$ cat config.mk
export PLATFORM = sky130hd
export DESIGN_NAME = puf_eval_sequencer
export DESIGN_NICKNAME = d
export VERILOG_FILES = /design/src/rtl/puf_eval_sequencer.sv
export SDC_FILE = /design/constraint.sdc
export NUM_CORES = 1
export LEC_CHECK = 0
export ABC_AREA = 1
export CAP_MARGIN = 15
export CORE_UTILIZATION = 55
export DETAILED_ROUTE_END_ITERATION = 10
export PLACE_DENSITY_LB_ADDON = 0.08
export SETUP_SLACK_MARGIN = 0.3
export SYNTH_ARGS = -nofsm -noshare
export SYNTH_HDL_FRONTEND = slang
export SYNTH_SLANG_ARGS = --single-unit
$ cat constraint.sdc
create_clock -name clk -period 3.15 [get_ports clk]
set_input_delay 0.4725 -clock clk [delete_from_list [all_inputs] [get_ports clk]]
set_output_delay 0.4725 -clock clk [all_outputs]
set_load 0.01 [all_outputs]
$ cat src/rtl/puf_eval_sequencer.sv
// rtl/puf_eval_sequencer.sv - TERO PUF group evaluation sequencer
// Walks the loop array one group of NUM_CHANNELS loops at a time in a
// challenge-permuted order, repeating each evaluation R times with an
// enable window of E cycles, and strobes the averaging block per result.
module puf_eval_sequencer #(
  parameter int NUM_LOOPS      = 16,
  parameter int NUM_CHANNELS   = 4,
  parameter int CHALLENGE_BITS = 8,
  parameter int EVAL_BITS      = 16,
  parameter int REP_BITS       = 16,
  localparam int NUM_GROUPS    = NUM_LOOPS / NUM_CHANNELS,
  localparam int SEL_W         = (NUM_GROUPS > 1) ? $clog2(NUM_GROUPS) : 1
) (
  input  logic                      clk,
  input  logic                      reset,
  input  logic                      start,
  input  logic                      abort,
  input  logic [CHALLENGE_BITS-1:0] challenge,
  input  logic [EVAL_BITS-1:0]      eval_cycles,
  input  logic [REP_BITS-1:0]       repetitions,
  input  logic                      next_enable,
  output logic                      reset_puf,
  output logic                      enable_puf,
  output logic [SEL_W-1:0]          select_puf,
  output logic                      store_response,
  output logic                      store_last,
  output logic                      busy,
  output logic                      done,
  output logic                      cfg_error
);

  localparam logic [2:0] IDLE      = 3'd0;
  localparam logic [2:0] INIT      = 3'd1;
  localparam logic [2:0] EVAL      = 3'd2;
  localparam logic [2:0] STORE     = 3'd3;
  localparam logic [2:0] WAIT_NEXT = 3'd4;
  localparam logic [2:0] DONE      = 3'd5;

  localparam logic [SEL_W-1:0] LAST_STEP = SEL_W'(NUM_GROUPS - 1);

  logic [2:0]           state;
  logic [SEL_W-1:0]     chal_sel;   // challenge bits that permute the group order
  logic [EVAL_BITS-1:0] eval_len;
  logic [REP_BITS-1:0]  rep_len;
  logic [SEL_W-1:0]     step;
  logic [REP_BITS-1:0]  rep;
  logic [EVAL_BITS-1:0] dly;
  logic                 cfg_err;
  logic                 last_rep;

  // Both length registers are non-zero whenever these compares are used,
  // so the minus-one never underflows and full-scale values need no wrap.
  assign last_rep = (rep == rep_len - REP_BITS'(1));

  // Sequencer state and counters; reset beats abort, abort beats every transition
  always_ff @(posedge clk) begin
    if (reset) begin
      state    <= IDLE;
      chal_sel <= '0;
      eval_len <= '0;
      rep_len  <= '0;
      step     <= '0;
      rep      <= '0;
      dly      <= '0;
      cfg_err  <= 1'b0;
    end else if (abort) begin
      state   <= IDLE;
      step    <= '0;
      rep     <= '0;
      dly     <= '0;
      cfg_err <= 1'b0;
    end else begin
      case (state)
        IDLE: begin
          if (start) begin
            chal_sel <= SEL_W'(challenge);
            eval_len <= eval_cycles;
            rep_len  <= repetitions;
            step     <= '0;
            rep      <= '0;
            dly      <= '0;
            if (eval_cycles == '0 || repetitions == '0) begin
              cfg_err <= 1'b1;
              state   <= DONE;
            end else begin
              state <= INIT;
            end
          end
        end
        INIT: begin
          dly   <= '0;
          state <= EVAL;
        end
        EVAL: begin
          if (dly == eval_len - EVAL_BITS'(1)) begin
            state <= STORE;
          end else begin
            dly <= dly + EVAL_BITS'(1);
          end
        end
        STORE: begin
          if (last_rep) begin
            rep   <= '0;
            state <= WAIT_NEXT;
          end else begin
            rep   <= rep + REP_BITS'(1);
            state <= INIT;
          end
        end
        WAIT_NEXT: begin
          if (next_enable) begin
            if (step == LAST_STEP) begin
              state <= DONE;
            end else begin
              step  <= step + SEL_W'(1);
              state <= INIT;
            end
          end
        end
        DONE: begin
          if (!start) begin
            cfg_err <= 1'b0;
            state   <= IDLE;
          end
        end
        default: state <= IDLE;
      endcase
    end
  end

  assign reset_puf      = (state == INIT);
  assign enable_puf     = (state == EVAL);
  assign select_puf     = step ^ chal_sel;
  assign store_response = (state == STORE);
  assign store_last     = (state == STORE) && last_rep;
  assign busy           = (state != IDLE) && (state != DONE);
  assign done           = (state == DONE);
  assign cfg_error      = cfg_err;

endmodule

==> results of run 1 <==
-- kinds of logic after synthesis --
logic type                 after synthesis  share of synthesized area (%)
and+or+nand+nor                        473                           40.8
buffers and inverters                  131                           9.91
AOI/OAI and AO/OA                      121                           12.6
DFF                                     72                           27.6
xor gates and xnor gates                46                           7.87
adders and majority gates                5                           1.20
-- per-stage QoR --
stage	hold WS (ns)	setup WS, ns
after floorplan	0.458	0.990
after global placement	0.463	0.247
after detailed placement	0.470	0.160
after CTS	0.486	0.317
after global routing	0.509	0.303
final	0.487	0.492
-- cell type report --
class	instances	area, sq um	share of cell area (%)
multi-input cells	645	3300	54.8
repair buffers	56	533	8.87
well taps	111	139	2.31
clock inverters	4	52.6	0.874
clock buffers	12	145	2.42
flip-flops and latches	72	1440	24.0
inverters	106	400	6.66
-- what timing repair did --
item,CTS,global route
pin swaps,3,2
cloned,0,0
buffers inserted,4,0
setup endpoints to repair,1,1
gates resized for setup,7,11
-- registers in the layout (all words and copies together) (netlist names) --
name / flops
cfg_error: 1
chal_sel: 2
rep: 16
state: 3
dly: 16
rep_len: 16
step: 2
eval_len: 16
-- per-layer routing --
layer,track usage [%],vias up
met3,3.58,16
met1,42.8,2514
met2,43.3,197
met4,8.94,0
li1,-,2799
met5,0,-
-- power groups by stage --
stage               clock network [W]  logic, W  registers (W)
floorplan                           0  0.000489       0.000993
global placement                    0  0.000630        0.00101
detailed placement                  0  0.000648        0.00101
CTS                          0.000759  0.000671       0.000989
global route                 0.000800  0.000774       0.000996
finish                       0.000747  0.000687       0.000992
-- cell usage after synthesis, types with 2 or more instances --
library cell | instances | area, sq um
dfxtp_1 | 72 | 1440
nor2_1 | 120 | 450
nor2_4 | 7 | 78.8
xor2_1 | 25 | 219
inv_2 | 2 | 7.51
xnor2_1 | 20 | 175
o21ai_0 | 52 | 260
a21oi_2 | 9 | 78.8
ha_1 | 5 | 62.6
nor2_2 | 7 | 43.8
inv_1 | 102 | 383
clkinv_1 | 2 | 7.51
or2_2 | 3 | 18.8
nand2_2 | 14 | 87.6
nor4_1 | 11 | 68.8
a21oi_1 | 54 | 270
nand3b_1 | 7 | 52.6
nor3_1 | 9 | 45.0
clkbuf_1 | 18 | 67.6
nand2_1 | 194 | 728
buf_2 | 4 | 20.0
nand4_1 | 12 | 75.1
nand3_1 | 82 | 410
-- cells in the final DEF, fill, tap and decap left out, types with 2 or more instances in the layout --
master	n
nor2_4	7
o21ai_0	51
dfxtp_2	2
clkinv_1	2
nand3_4	2
inv_2	2
dfxtp_1	70
o21ai_1	2
nand2_1	193
nor2_1	115
nand4_1	12
nor4_1	11
clkdlybuf4s50_1	46
nor2_2	12
a21oi_2	9
or2_2	3
ha_1	4
clkbuf_8	10
nand3b_1	7
buf_4	9
xor2_1	25
clkbuf_1	2
a21oi_1	54
nor3_1	9
nand2_2	15
xnor2_1	20
inv_1	101
nand3_1	81
-- worst paths after layout --
check / end / slack (ns) / cells past startpoint
min reg2reg: rep[14] / 0.49 / 2
min: rep[14] / 0.49 / 2
max: store_last / 0.49 / 13
max reg2reg: dly[3] / 0.82 / 14
-- worst max-delay path, delay by kind of cell (launching register included) --
| kind | cells | cell delay (ns) |
|---|---|---|
| fa+ha+maj | 1 | 0.16 |
| simple gates | 10 | 1.09 |
| buf+inv | 2 | 0.24 |
| flops | 1 | 0.35 |
==> flow_summary.toml, run 1 <==
[synth]
yosysWarnings = 0
synth_fp_nets = 898
synthFlopType = "dfxtp_1"
synthDistinctLibCells = 40
syn_inst = 848
synthArstFlopShare_pct = 0
netlist_area_sq_um = 5210
synth_area_per_cell_sq_um = 6.15
ys_seq_elements = 72
ys_seq_area_share_pct = 27.6
synth_edf_count = 0

[cts]
cts_root_buf = "clkbuf_8"
cts_tree = "done"
insertion_delay_ns = 0.35
cts_max_path_buffers = 2
htreeDepth = 3
numCtsBuffers = 9
numClockSinks = 72
path_clk_slew_ns = 0.07
cts_hold_buf = 0

[critical_path]
r2r_start = "eval_len[0]"
crit_fanout = 6
start_kind = "flip-flop"
arrival_ns = 2.19
crit_path_start = "rep_len[0]"
slowest_delay_ns = 0.35
cp-end-kind = "output port"
crit_type = "flip-flop to output port"
required_ns = 2.68
slowest_stage = "dfxtp_2"
cpMostUsedCell = "nand2_1"
cp_cell_sequence = "inv_4 -> ha_4 -> nand2_1 -> nor2_2 -> nand2_1 -> nand2_1 -> nand2_1 -> nor2_1 -> nand3_1 -> nor2_1 -> nand4_1 -> nor2_1 -> clkbuf_2"

[layout]
nets = 940
fin_area_sq_um = 6010
antenna_cells = 0
drive_gt1_share_pct = 9.16
instances_no_fill = 1006
n_fill_cell = 881
area_growth_pct = 15.3
fin_util_pct = 65.3

[floorplanning]
rows = 35
die_width_um = 99.4
die_y_um = 99.4
pin_count = 54
initial_core_util_pct = 56.7
die-area_sq_um = 9870
core_sq_um = 9200

[route]
antenna_left = 0
viasPerCell = 5.49
route.layer.met1.wl_um = 6930
wl_met2_um = 5790
firstDrtPassIters = 5
vias = 5526
drtIter0Drc = 394
route.met3.wl_um = 903
wire_per_inst_um = 13.7
drc = 0
drt_wl_total_um = 13800
top_layer = "met4"

[timing]
slew_viol_final = 0
fmax_ghz = 0.376
rsz0062_at_grt = "no"
min_period_over_period_pct = 84.4
max_slew.worst_pin.slew_ns = 0.754
skew_ns = 0.0131
min_period_ns = 2.66
setup_tns_ns = 0
slew_headroom_pct = 49.7
setup_viol_count_final = 0
hold_viol_final = 0

[placement]
io_buffers = 47
postPlaceCellArea_sq_um = 5740
dpl.hpwl_um = 10400
place_congestion = 1.02
dp.cells = 986

[worst_hold_path]
hold_class = "flip-flop to flip-flop"
min_from = "rep[14]"

[power_and_ir_drop]
p_comb_share_pct = 28.3
pwr-share-clk_pct = 30.8
internal-power_w = 0.00160
p_leak_nw = 2.51
seqPwrFrac_pct = 40.9
switchingPower_w = 0.000828
peakVddDrop_mv = 0.182
total_power_w = 0.00243
p_sw_share_pct = 34.1
p_per_area_nw_per_um2 = 404

[global_routing]
grt_pass1_vias = 5091
grt_pass1_wl_um = 23000
grtUsageTotal_pct = 28.8
antenna_found_initial = 0
grt_overflow_total = 0
grt_start_max_net_pins = 44

[flow_run]
max_cap_viol_count = 0

[outcome]
outcome = "complete, no violations"
Power figures use the tool's default switching activity.
==> inputs of run 2 (changes only) <==
--- a/config.mk
+++ b/config.mk
@@ -7,7 +7,7 @@
 export LEC_CHECK = 0
 export ABC_AREA = 1
 export CAP_MARGIN = 15
-export CORE_UTILIZATION = 55
+export CORE_UTILIZATION = 52
 export DETAILED_ROUTE_END_ITERATION = 10
 export PLACE_DENSITY_LB_ADDON = 0.08
 export SETUP_SLACK_MARGIN = 0.3
==> constraint.sdc (replaced) <==
create_clock -name clk -period 2.26 [get_ports clk]
set_input_delay 0.339 -clock clk [delete_from_list [all_inputs] [get_ports clk]]
set_output_delay 0.339 -clock clk [all_outputs]
set_load 0.01 [all_outputs]
==> run 2 against run 1 <==
  * The flow now finishes with violations (setup timing)
  * Via count is 4.5% higher
  * Final area is 15% higher
  * Worst setup slack worse by 0.68 ns
  * Clock skew is 0.0063 ns lower
  * Critical path type unchanged
  * Core utilization is 5.4 points higher
==> flow_summary.toml, run 2 (synthesis gave the netlist of run 1 again) <==
[timing]
fin_ws_ns = -0.189
setup_viol_count_final = 1
slew_headroom_pct = 49.4
rsz0062_at_grt = "yes"
min_period_over_period_pct = 108
fmax_ghz = 0.408
min_period_ns = 2.45
setup_tns_ns = -0.189
skew_ns = 0.00685
max_slew.worst_pin.slew_ns = 0.752
slew_viol_final = 0
hold_viol_final = 0

[power_and_ir_drop]
p_per_area_nw_per_um2 = 529
peakVddDrop_mv = 0.427
p_leak_nw = 3.00

[route]
vias = 5773
drt_wl_total_um = 15200
antenna_left = 0
viasPerCell = 5.31
firstDrtPassIters = 6
drtIter0Drc = 357
wire_per_inst_um = 13.9
drc = 0

[global_routing]
gr-usage-met1_pct = 43.5
grtUsageMet2_pct = 42.9
antenna_found_initial = 0
grt_pass1_vias = 5070
grt_pass1_wl_um = 23900
busiest_layer = "met1"
grt_start_max_net_pins = 43
grt_overflow_total = 0
use_met3_pct = 8.00
grtUsageTotal_pct = 29.8

[layout]
antenna_cells = 0
area_growth_pct = 32.1
layout_common_cells = "178 x nand2_1, 105 x nor2_1, 97 x inv_1, 64 x nand3_1, 62 x buf_4"
n_fill_cell = 839
nets = 1000
fin_area_sq_um = 6890
multi_input_area_sq_um = 3640
final_common_cell = "nand2_1"
drive_gt1_share_pct = 22.1
seqCellArea_sq_um = 1460
fin_util_pct = 70.8

[critical_path]
cp-end-kind = "output port"
rr_worst_depth = 16
start_kind = "flip-flop"
crit_fanout = 7
r2r_start = "rep_len[2]"
arrival_ns = 2.11
crit_type = "flip-flop to output port"
required_ns = 1.92
r2r_slack_ns = 0.14
r2r-end = "rep[14]"

[floorplanning]
rows = 36
die_y_um = 102
core_sq_um = 9730
pin_count = 54
die-area_sq_um = 10400
die_width_um = 102
initial_core_util_pct = 53.6

[placement]
postPlaceCellArea_sq_um = 6170
place_congestion = 0.942
pre_cts_ws_ns = -0.334
io_buffers = 47
dpl.hpwl_um = 11200

[cts]
numClockSinks = 72
cts_max_path_buffers = 2
insertion_delay_ns = 0.37
htreeDepth = 3
cts_root_buf = "clkbuf_8"
numCtsBuffers = 9
path_clk_slew_ns = 0.08
cts_tree = "done"

[worst_hold_path]
hold_class = "flip-flop to flip-flop"
min_from = "cfg_error"
whs_path_depth = 2
hold_path_end = "cfg_error"

[outcome]
outcome = "finished with violations"
violations = "setup timing"

[flow_run]
max_cap_viol_count = 0
[run 2: how the worst max path moves through the flow]
| stage | from | to |
|---|---|---|
| global route | rep_len[2] | store_last |
| detailed placement | rep_len[1] | store_last |
| finish | rep_len[0] | store_last |
| CTS | rep_len[0] | store_last |
| global placement | rep_len[1] | store_last |
| floorplan | rep_len[0] | store_last |
[run 2: layout make-up]
cell class	instances	area share (%)
multi-input combinational	646	52.9
sequential	72	21.1
timing repair buffer	115	14.8
inverter	106	5.83
tap	133	2.42
clock buffer	13	2.31
clock inverter	3	0.581
[run 2: per-layer routing]
| metal | part of all wire [%] | wire (um) |
|---|---|---|
| met1 | 50 | 7560 |
| met3 | 7.3 | 1110 |
| met5 | 0 | 0 |
| met4 | 1.2 | 189 |
| met2 | 42 | 6300 |
[run 2: what timing repair did]
action / in CTS / in global routing
gates cloned: 1 / 0
gates resized for setup: 65 / 52
buffers inserted: 7 / 6
pin swaps: 27 / 26
hold buffers: 0 / 0
setup endpoints to repair: 39 / 42
[run 2: per-stage QoR]
stage	power, W	cells	hold slack, ns
5_1_grt	0.00385	1088	0.516
6_report	0.00364	1088	0.492
2_1_floorplan	0.00207	848	0.458
3_3_place_gp	0.00241	1058	0.467
3_5_place_dp	0.00242	1058	0.473
4_1_cts	0.00356	1082	0.489
[run 2: report_power, final]
group | internal (W) | switching, W
combinational | 0.000508 | 0.000682
clock | 0.000568 | 0.000503
sequential | 0.00132 | 0.0000625
total | 0.00239 | 0.00125
[run 2: critical path, stage by stage (launching register included)]
cell and delay, ns:
dfxtp_2 0.33, inv_2 0.07, ha_4 0.16, nand3_4 0.09, nor2_4 0.18, nand4_1 0.14
nand2_1 0.09, nand2_1 0.07, nor3b_2 0.15, nand4_1 0.20, nor2_2 0.13, buf_2 0.14
